--- src/rtl/prog_loader_if.sv ---
// Byte-stream input and instruction-memory write port of the program loader.
// The master side feeds bytes and observes the writes; the slave side is the loader.
interface prog_loader_if #(
  parameter int ADDR_W = 10
) ();
  logic              in_valid;
  logic [7:0]        in_data;
  logic              in_ready;
  logic              imem_we;
  logic [ADDR_W-1:0] imem_addr;
  logic [31:0]       imem_wdata;
  logic              core_rst;
  logic              done;
  logic              error;

  modport master (
    output in_valid, in_data,
    input  in_ready, imem_we, imem_addr, imem_wdata, core_rst, done, error
  );

  modport slave (
    input  in_valid, in_data,
    output in_ready, imem_we, imem_addr, imem_wdata, core_rst, done, error
  );
endinterface

--- src/rtl/prog_loader.sv ---
// Program loader: receives a framed little-endian image over a byte stream,
// writes it word by word into instruction memory from address 0, and releases
// the core from reset only after the XOR checksum matches.
module prog_loader #(
  parameter int IMEM_WORDS = 1024,
  parameter int ADDR_W     = $clog2(IMEM_WORDS)
) (
  input  logic         clk,
  input  logic         rst,
  prog_loader_if.slave bus
);

  typedef enum logic [2:0] {
    S_HDR  = 3'd0,
    S_DATA = 3'd1,
    S_CHK  = 3'd2,
    S_RUN  = 3'd3,
    S_ERR  = 3'd4
  } state_t;

  localparam logic [31:0] MAX_WORDS = 32'(IMEM_WORDS);

  state_t            state_q;
  logic [1:0]        byte_cnt_q;    // byte position inside header / current word
  logic [31:0]       n_q;           // header word count, then words still to receive
  logic [23:0]       shift_q;       // first three bytes of the word being assembled
  logic [7:0]        chk_q;         // running XOR of header and payload bytes
  logic [ADDR_W-1:0] word_idx_q;
  logic [ADDR_W-1:0] imem_addr_q;
  logic [31:0]       imem_wdata_q;
  logic              imem_we_q;
  logic              core_rst_q;
  logic              done_q;
  logic              error_q;

  logic              loading;
  logic              take;
  logic [31:0]       hdr_d;
  logic [31:0]       word_d;
  logic [7:0]        chk_d;

  assign loading      = (state_q == S_HDR) || (state_q == S_DATA) || (state_q == S_CHK);
  assign bus.in_ready = loading & ~rst;
  assign take         = bus.in_valid & loading & ~rst;

  // Outputs are forced to their reset values during the rst cycle itself, so a
  // write strobe already registered cannot leak out once rst is asserted.
  assign bus.imem_we    = imem_we_q & ~rst;
  assign bus.imem_addr  = rst ? {ADDR_W{1'b0}} : imem_addr_q;
  assign bus.imem_wdata = rst ? 32'd0 : imem_wdata_q;
  assign bus.core_rst   = rst | core_rst_q;
  assign bus.done       = done_q & ~rst;
  assign bus.error      = error_q & ~rst;

  // Assemble the complete header value, the complete word and the next checksum
  // including the byte currently on the bus.
  always_comb begin
    hdr_d = n_q;
    case (byte_cnt_q)
      2'd0:    hdr_d[7:0]   = bus.in_data;
      2'd1:    hdr_d[15:8]  = bus.in_data;
      2'd2:    hdr_d[23:16] = bus.in_data;
      2'd3:    hdr_d[31:24] = bus.in_data;
      default: hdr_d        = n_q;
    endcase
    word_d = {bus.in_data, shift_q};
    chk_d  = chk_q ^ bus.in_data;
  end

  // Frame FSM with registered write port and status outputs.
  always_ff @(posedge clk) begin
    if (rst) begin
      state_q      <= S_HDR;
      byte_cnt_q   <= 2'd0;
      n_q          <= 32'd0;
      shift_q      <= 24'd0;
      chk_q        <= 8'd0;
      word_idx_q   <= {ADDR_W{1'b0}};
      imem_addr_q  <= {ADDR_W{1'b0}};
      imem_wdata_q <= 32'd0;
      imem_we_q    <= 1'b0;
      core_rst_q   <= 1'b1;
      done_q       <= 1'b0;
      error_q      <= 1'b0;
    end else begin
      imem_we_q <= 1'b0;
      case (state_q)
        S_HDR: begin
          if (take) begin
            chk_q      <= chk_d;
            n_q        <= hdr_d;
            byte_cnt_q <= byte_cnt_q + 2'd1;
            if (byte_cnt_q == 2'd3) begin
              word_idx_q <= {ADDR_W{1'b0}};
              if (hdr_d > MAX_WORDS) begin
                state_q <= S_ERR;
                error_q <= 1'b1;
              end else if (hdr_d == 32'd0) begin
                state_q <= S_CHK;
              end else begin
                state_q <= S_DATA;
              end
            end
          end
        end
        S_DATA: begin
          if (take) begin
            chk_q      <= chk_d;
            shift_q    <= {bus.in_data, shift_q[23:8]};
            byte_cnt_q <= byte_cnt_q + 2'd1;
            if (byte_cnt_q == 2'd3) begin
              imem_we_q    <= 1'b1;
              imem_wdata_q <= word_d;
              imem_addr_q  <= word_idx_q;
              word_idx_q   <= word_idx_q + ADDR_W'(1);
              n_q          <= n_q - 32'd1;
              if (n_q == 32'd1) begin
                state_q <= S_CHK;
              end
            end
          end
        end
        S_CHK: begin
          if (take) begin
            if (bus.in_data == chk_q) begin
              state_q    <= S_RUN;
              core_rst_q <= 1'b0;
              done_q     <= 1'b1;
            end else begin
              state_q <= S_ERR;
              error_q <= 1'b1;
            end
          end
        end
        S_RUN: begin
          state_q <= S_RUN;
        end
        S_ERR: begin
          state_q <= S_ERR;
        end
        default: begin
          state_q <= S_ERR;
          error_q <= 1'b1;
        end
      endcase
    end
  end

endmodule
--- src/flat_wrapper.sv ---
// flat-port wrapper written by rule: the top's interface ports become plain ports
module prog_loader_flat 
#(
  parameter int IMEM_WORDS = 1024,
  parameter int ADDR_W     = $clog2(IMEM_WORDS)
)
  (clk, rst, bus_in_valid, bus_in_data, bus_in_ready, bus_imem_we, bus_imem_addr, bus_imem_wdata, bus_core_rst, bus_done, bus_error);
  prog_loader_if #(.ADDR_W(ADDR_W)) bus_i ();
  input  logic clk;
  input  logic rst;
  input wire logic [$bits(bus_i.in_valid)-1:0] bus_in_valid;
  input wire logic [$bits(bus_i.in_data)-1:0] bus_in_data;
  output wire logic [$bits(bus_i.in_ready)-1:0] bus_in_ready;
  output wire logic [$bits(bus_i.imem_we)-1:0] bus_imem_we;
  output wire logic [$bits(bus_i.imem_addr)-1:0] bus_imem_addr;
  output wire logic [$bits(bus_i.imem_wdata)-1:0] bus_imem_wdata;
  output wire logic [$bits(bus_i.core_rst)-1:0] bus_core_rst;
  output wire logic [$bits(bus_i.done)-1:0] bus_done;
  output wire logic [$bits(bus_i.error)-1:0] bus_error;
  assign bus_i.in_valid = bus_in_valid;
  assign bus_i.in_data = bus_in_data;
  assign bus_in_ready = bus_i.in_ready;
  assign bus_imem_we = bus_i.imem_we;
  assign bus_imem_addr = bus_i.imem_addr;
  assign bus_imem_wdata = bus_i.imem_wdata;
  assign bus_core_rst = bus_i.core_rst;
  assign bus_done = bus_i.done;
  assign bus_error = bus_i.error;
  prog_loader #(.IMEM_WORDS(IMEM_WORDS), .ADDR_W(ADDR_W)) u_core (.clk(clk), .rst(rst), .bus(bus_i));
endmodule
--- config.mk ---
export PLATFORM = sky130hd
export DESIGN_NAME = prog_loader_flat
export DESIGN_NICKNAME = d
export VERILOG_FILES = /design/src/rtl/prog_loader_if.sv /design/src/rtl/prog_loader.sv /design/src/flat_wrapper.sv
export SDC_FILE = /design/constraint.sdc
export NUM_CORES = 1
export LEC_CHECK = 0
export ABC_AREA = 1
export CAP_MARGIN = 10
export CORE_ASPECT_RATIO = 0.8
export CORE_MARGIN = 2
export CORE_UTILIZATION = 25
export CTS_CLUSTER_DIAMETER = 200
export DETAILED_ROUTE_END_ITERATION = 7
export GPL_TIMING_DRIVEN = 0
export RECOVER_POWER = 100
export SLEW_MARGIN = 20
export SYNTH_ARGS = -nofsm -noshare
export SYNTH_HDL_FRONTEND = slang
export SYNTH_SLANG_ARGS = --single-unit
--- constraint.sdc ---
create_clock -name clk -period 2.3 [get_ports clk]
set_input_delay 0.46 -clock clk [delete_from_list [all_inputs] [get_ports clk]]
set_output_delay 0.46 -clock clk [all_outputs]
set_load 0.01 [all_outputs]
# Yosys cells after proc, flatten, opt, wreduce, memory -nomap -nowiden
# Index checks and enable logic that the tools add are counted.
# totals
reg_bits	125
output_inout_bits	47
in_bits	11
# classes
add_sub_neg	3
eq_ne	17
bitwise	12
n_reduce_logical	17
order_cmp	1
n_mux	32
# op_table
op	count
32-bit 2-to-1 mux	4
32-bit one-hot mux with 2 select lines	1
10-bit 2-to-1 mux	5
32-bit by 1-bit == test with 1-bit output, second input constant	1
32-bit by 11-bit > comparator with 1-bit output, second input constant	1
32-bit zero test	1
8-bit 2-to-1 mux	4
32-bit by 1-bit subtractor with 32-bit output, second input constant	1
3-bit 2-to-1 mux	8
10-bit one-hot mux with 2 select lines	1
3-bit one-hot mux with 4 select lines	1
6-bit AND reduction	2
10-bit by 1-bit adder with 10-bit output, second input constant	1
2-bit != test, second input constant	5
8-bit == test	1
8-bit bitwise XOR	1
1-bit bitwise AND	6
3-bit by 2-bit == test with 1-bit output, second input constant	2
1-bit 2-to-1 mux	6
2-bit by 1-bit != test with 1-bit output, second input constant	3
3-bit AND reduction	2
3-bit OR reduction	2
5-bit AND reduction	1
2-bit == test, second input constant	2
other kinds (15)	20

# Longest topological paths before layout
# Gate-level depths: netlist of the first run.
# depth
depth_word	8
depth_mapped	16

# Worst setup path after synthesis of the first run
# No wires, ideal clock.
# synth_timing
path_type	input to output
startpoint	in rst
endpoint	out bus_done
arrival_time_ns	1.424
setup_slack_ns	0.416
path_buffers	3
stages	4
cell_sequence	clkbuf_1 -> buf_1 -> buf_1 -> nor2_1
# synth_between
elab_chain_len	2
# synth_lines
item	line	source
from (decl)	flat_wrapper.sv:10	input logic rst;
1-bit NOT	prog_loader.sv:52	assign bus.done = done_q & ~rst;
1-bit bitwise AND	prog_loader.sv:52	
to (decl)	flat_wrapper.sv:18	output wire logic [$bits(bus_i.done)-1:0] bus_done;
# No other way between the ends.

# Worst setup path in the final report of the first run
# layout_timing
startpoint	in rst
endpoint	out bus_imem_wdata[19]
# layout_between
elab_chain_len	1
# layout_lines
item	line	source
32-bit 2-to-1 mux	prog_loader.sv:50	assign bus.imem_wdata = rst ? 32'd0 : imem_wdata_q;
to (decl)	flat_wrapper.sv:16	output wire logic [$bits(bus_i.imem_wdata)-1:0] bus_imem_wdata;
# No other way between the ends.

==> results of run 1 <==
==> through the flow <==
stage,instances,utilization
finish,1428,0.317
global route,1428,0.317
CTS,1427,0.318
detailed placement,1394,0.293
global placement,1394,0.293
floorplan,1013,-
==> worst register-to-register path, cell delays in order, from the launching register on <==
cell and delay, ps:
dfxtp_1 350, inv_2 80, nand2_1 130, nor2_4 250, inv_1 130, nor2_1 210, clkbuf_2 260, clkbuf_1 420
o21ai_0 140, nor2_1 100
==> cell families after synthesis <==
family	Yosys count	share of synthesized area
DFF	125	0.387
adders and majority gates	7	0.0135
buffers and inverters	167	0.103
and+or+nand+nor	471	0.291
AOI/OAI and AO/OA	224	0.180
xor gates and xnor gates	19	0.0257
==> cells in the mapped netlist <==
master    number
nor2_4         1
ha_1           7
nand4_1        9
a32o_1         1
o21ai_0       72
inv_1        105
nor3_1        11
o21ai_2        1
nor2_2         7
dfxtp_1      125
buf_1          7
xor2_1         8
o21a_1         2
a31oi_1        8
a21oi_2        1
nand3b_1       1
buf_4          5
nand2_1      248
o211ai_1       1
a211oi_1       2
inv_2         15
nor4_1         3
nand2_2        3
xnor2_1       11
buf_2         18
or2_2          1
a21oi_1      101
nor2_1       163
o31ai_1        1
nand3_1       24
clkbuf_1      17
o21ai_1       32
o22ai_1        2
==> path summary, 6_finish.rpt <==
check | start | to | cells after the start | slack, ps
hold / removal | u_core.imem_wdata_q[4] | u_core.imem_wdata_q[4] | 2 | 450
hold reg to reg | u_core.imem_wdata_q[4] | u_core.imem_wdata_q[4] | 2 | 450
setup reg to reg | u_core.state_q[2] | u_core.shift_q[6] | 9 | 180
setup / recovery | rst | bus_imem_wdata[19] | 5 | 90
==> metal layers <==
layer | vias up | global-route usage | wire length, um
met4 | 0 | 0.0452 | 363
met1 | 3043 | 0.233 | 10600
li1 | 3388 | - | -
met2 | 214 | 0.230 | 8410
met3 | 30 | 0.0357 | 1500
met5 | - | 0 | 0
==> cell type report <==
| class | count | area share |
|---|---|---|
| buffer | 47 | 0.0298 |
| clock inverter | 10 | 0.0145 |
| inverter | 120 | 0.0561 |
| clock buffer | 21 | 0.0573 |
| multi-input combinational | 721 | 0.415 |
| sequential | 125 | 0.312 |
| timing repair buffer | 60 | 0.0656 |
| tap | 324 | 0.0505 |
==> report_power, final <==
| part | switching [W] | leakage (nW) | internal, W |
|---|---|---|---|
| clock network | 0.00101 | 0.279 | 0.00164 |
| logic | 0.000544 | 2.18 | 0.000250 |
| registers | 0.0000391 | 1.01 | 0.00220 |
| total | 0.00159 | 3.47 | 0.00410 |
==> cells in the final DEF, fill, tap and decap left out, types with 8 or more instances in the layout <==
cell type        instances
nand2_1                249
nor2_1                 158
dfxtp_1                125
inv_1                  110
a21oi_1                102
o21ai_0                 79
dlygate4sd2_1           42
clkbuf_1                27
o21ai_1                 25
nand3_1                 24
clkbuf_16               17
xnor2_1                 11
nor3_1                  11
clkdlybuf4s50_1         10
nor2_2                   9
nand4_1                  9
buf_2                    8
clkbuf_2                 8
inv_2                    8
xor2_1                   8
a31oi_1                  8
==> timing repair <==
| item | in CTS | in global routing |
|---|---|---|
| gates resized for setup | 80 | 15 |
| setup buffers | 2 | 1 |
| pin swaps | 0 | 1 |
| endpoints found under the setup margin | 46 | 23 |
==> state kept, by name, summed over array words and instances, names as in the netlist, 2 cells and up <==
register	flops
u_core.word_idx_q	10
u_core.shift_q	24
u_core.imem_wdata_q	32
u_core.byte_cnt_q	2
u_core.state_q	3
u_core.n_q	32
u_core.imem_addr_q	10
u_core.chk_q	8
==> results_dict.tcl, run 1 <==
set metrics [dict create \
    dieArea_sq_um 27200 \
    filler_cell_count 2817 \
    cp_num_buf_inv 4 \
    yosys_warnings 0 \
    multiInputGateArea_sq_um 3330 \
    cp_slowest_stage_delay_ps 390 \
    drtAntennaViolNets 0 \
    diodes 0 \
    routed_wl_um 20800 \
    clock_latency_ps 420 \
    cp-end-kind "primary output" \
    worst_slew_pin_slew_ps 637 \
    drcViolationCount 0 \
    netlist_top_cells_area "dfxtp_1, nand2_1, nor2_1" \
    place.gp.congestion 0.926 \
    cts_tree "built" \
    fin_nets 1110 \
    chipWidth_um 184 \
    cts_buffer_depth 2 \
    core-area_sq_um 25400 \
    overflow 0 \
    criticalPathCategory "input port to primary output" \
    grt_pass1_wl_um 33700 \
    drive_gt1_frac 0.0761 \
    hold_viol 0 \
    seqCellArea_sq_um 2500 \
    fmax_mhz 453 \
    io_pins 58 \
    rsz0062_at_grt "no" \
    worstPathArrival_ps 1750 \
    critPathSlowestCell "buf_2" \
    critPathMaxFanout 10 \
    htreeDepth 4 \
    final_area_sq_um 8030 \
    path_cells "dlymetal6s2s_1, clkbuf_1, buf_2, nor2_1, dlygate4sd2_1" \
    fin_skew_ps 6.92 \
    outcome "finished, final reports clean" \
    startpoint_type "input port" \
    ctsHoldBuffers 0 \
    first_iter_violations 537 \
    place_hpwl_um 15600 \
    hold_class "flop to flop" \
    die_y_um 148 \
    syn_nets 1031 \
    finalCritPeriodShare 0.960 \
    synthToLayoutAreaGrowth_pct 24.2 \
    drv_slew 0 \
    total_power_w 0.00569 \
    numCtsBuffers 17 \
    netlist_instances 1013 \
    first_global_vias 6341 \
    cts.clk_slew.worst_paths_ps 60 \
    peakVddDrop_uv 545 \
    dr_total_vias 6675 \
    setup_slack_ps 91.2 \
    globalRouteTotalUtil 0.159 \
    synthesis.area_sq_um 6470 \
    synth_seq_cells 125 \
    synth_area_per_cell_sq_um 6.38 \
    antenna_found_initial 0 \
    tns_ps 0 \
    clock_sinks 125 \
    num_rows 52 \
    start_util 0.255 \
    finalSetupViolCount 0 \
    required_ps 1840 \
    port_buffers 57 \
    dr.pass1.iters 5 \
    pwr_density_cell_nw_per_um2 708 \
    wl_per_cell_um 14.6 \
    slew_headroom 0.576 \
    yosysTopAreaCellShare 0.387 \
    cp_top_family "buffers and inverters" \
    hold_slack_ps 452 \
    cts_root_buf "clkbuf_16" \
    vias_per_cell 4.67 \
    drv_cap 0 \
    yosys.area.top_type "dfxtp_1" \
    seq_area_frac_synth 0.387 \
    period_minus_slack_ps 2210 \
    place_area_sq_um 7440 \
    cellLeakagePower_nw 3.47 \
    synthDistinctLibCells 33 \
    grt_max_degree 17 \
    preCtsSetupSlack_ps -1130 \
]
Power figures use the tool's default switching activity.
==> run 2, diff against run 1 <==
SLEW_MARGIN = 0   (was 20)
==> results of run 2 <==
Final layout, timing and power as in run 1 (identical DEF).
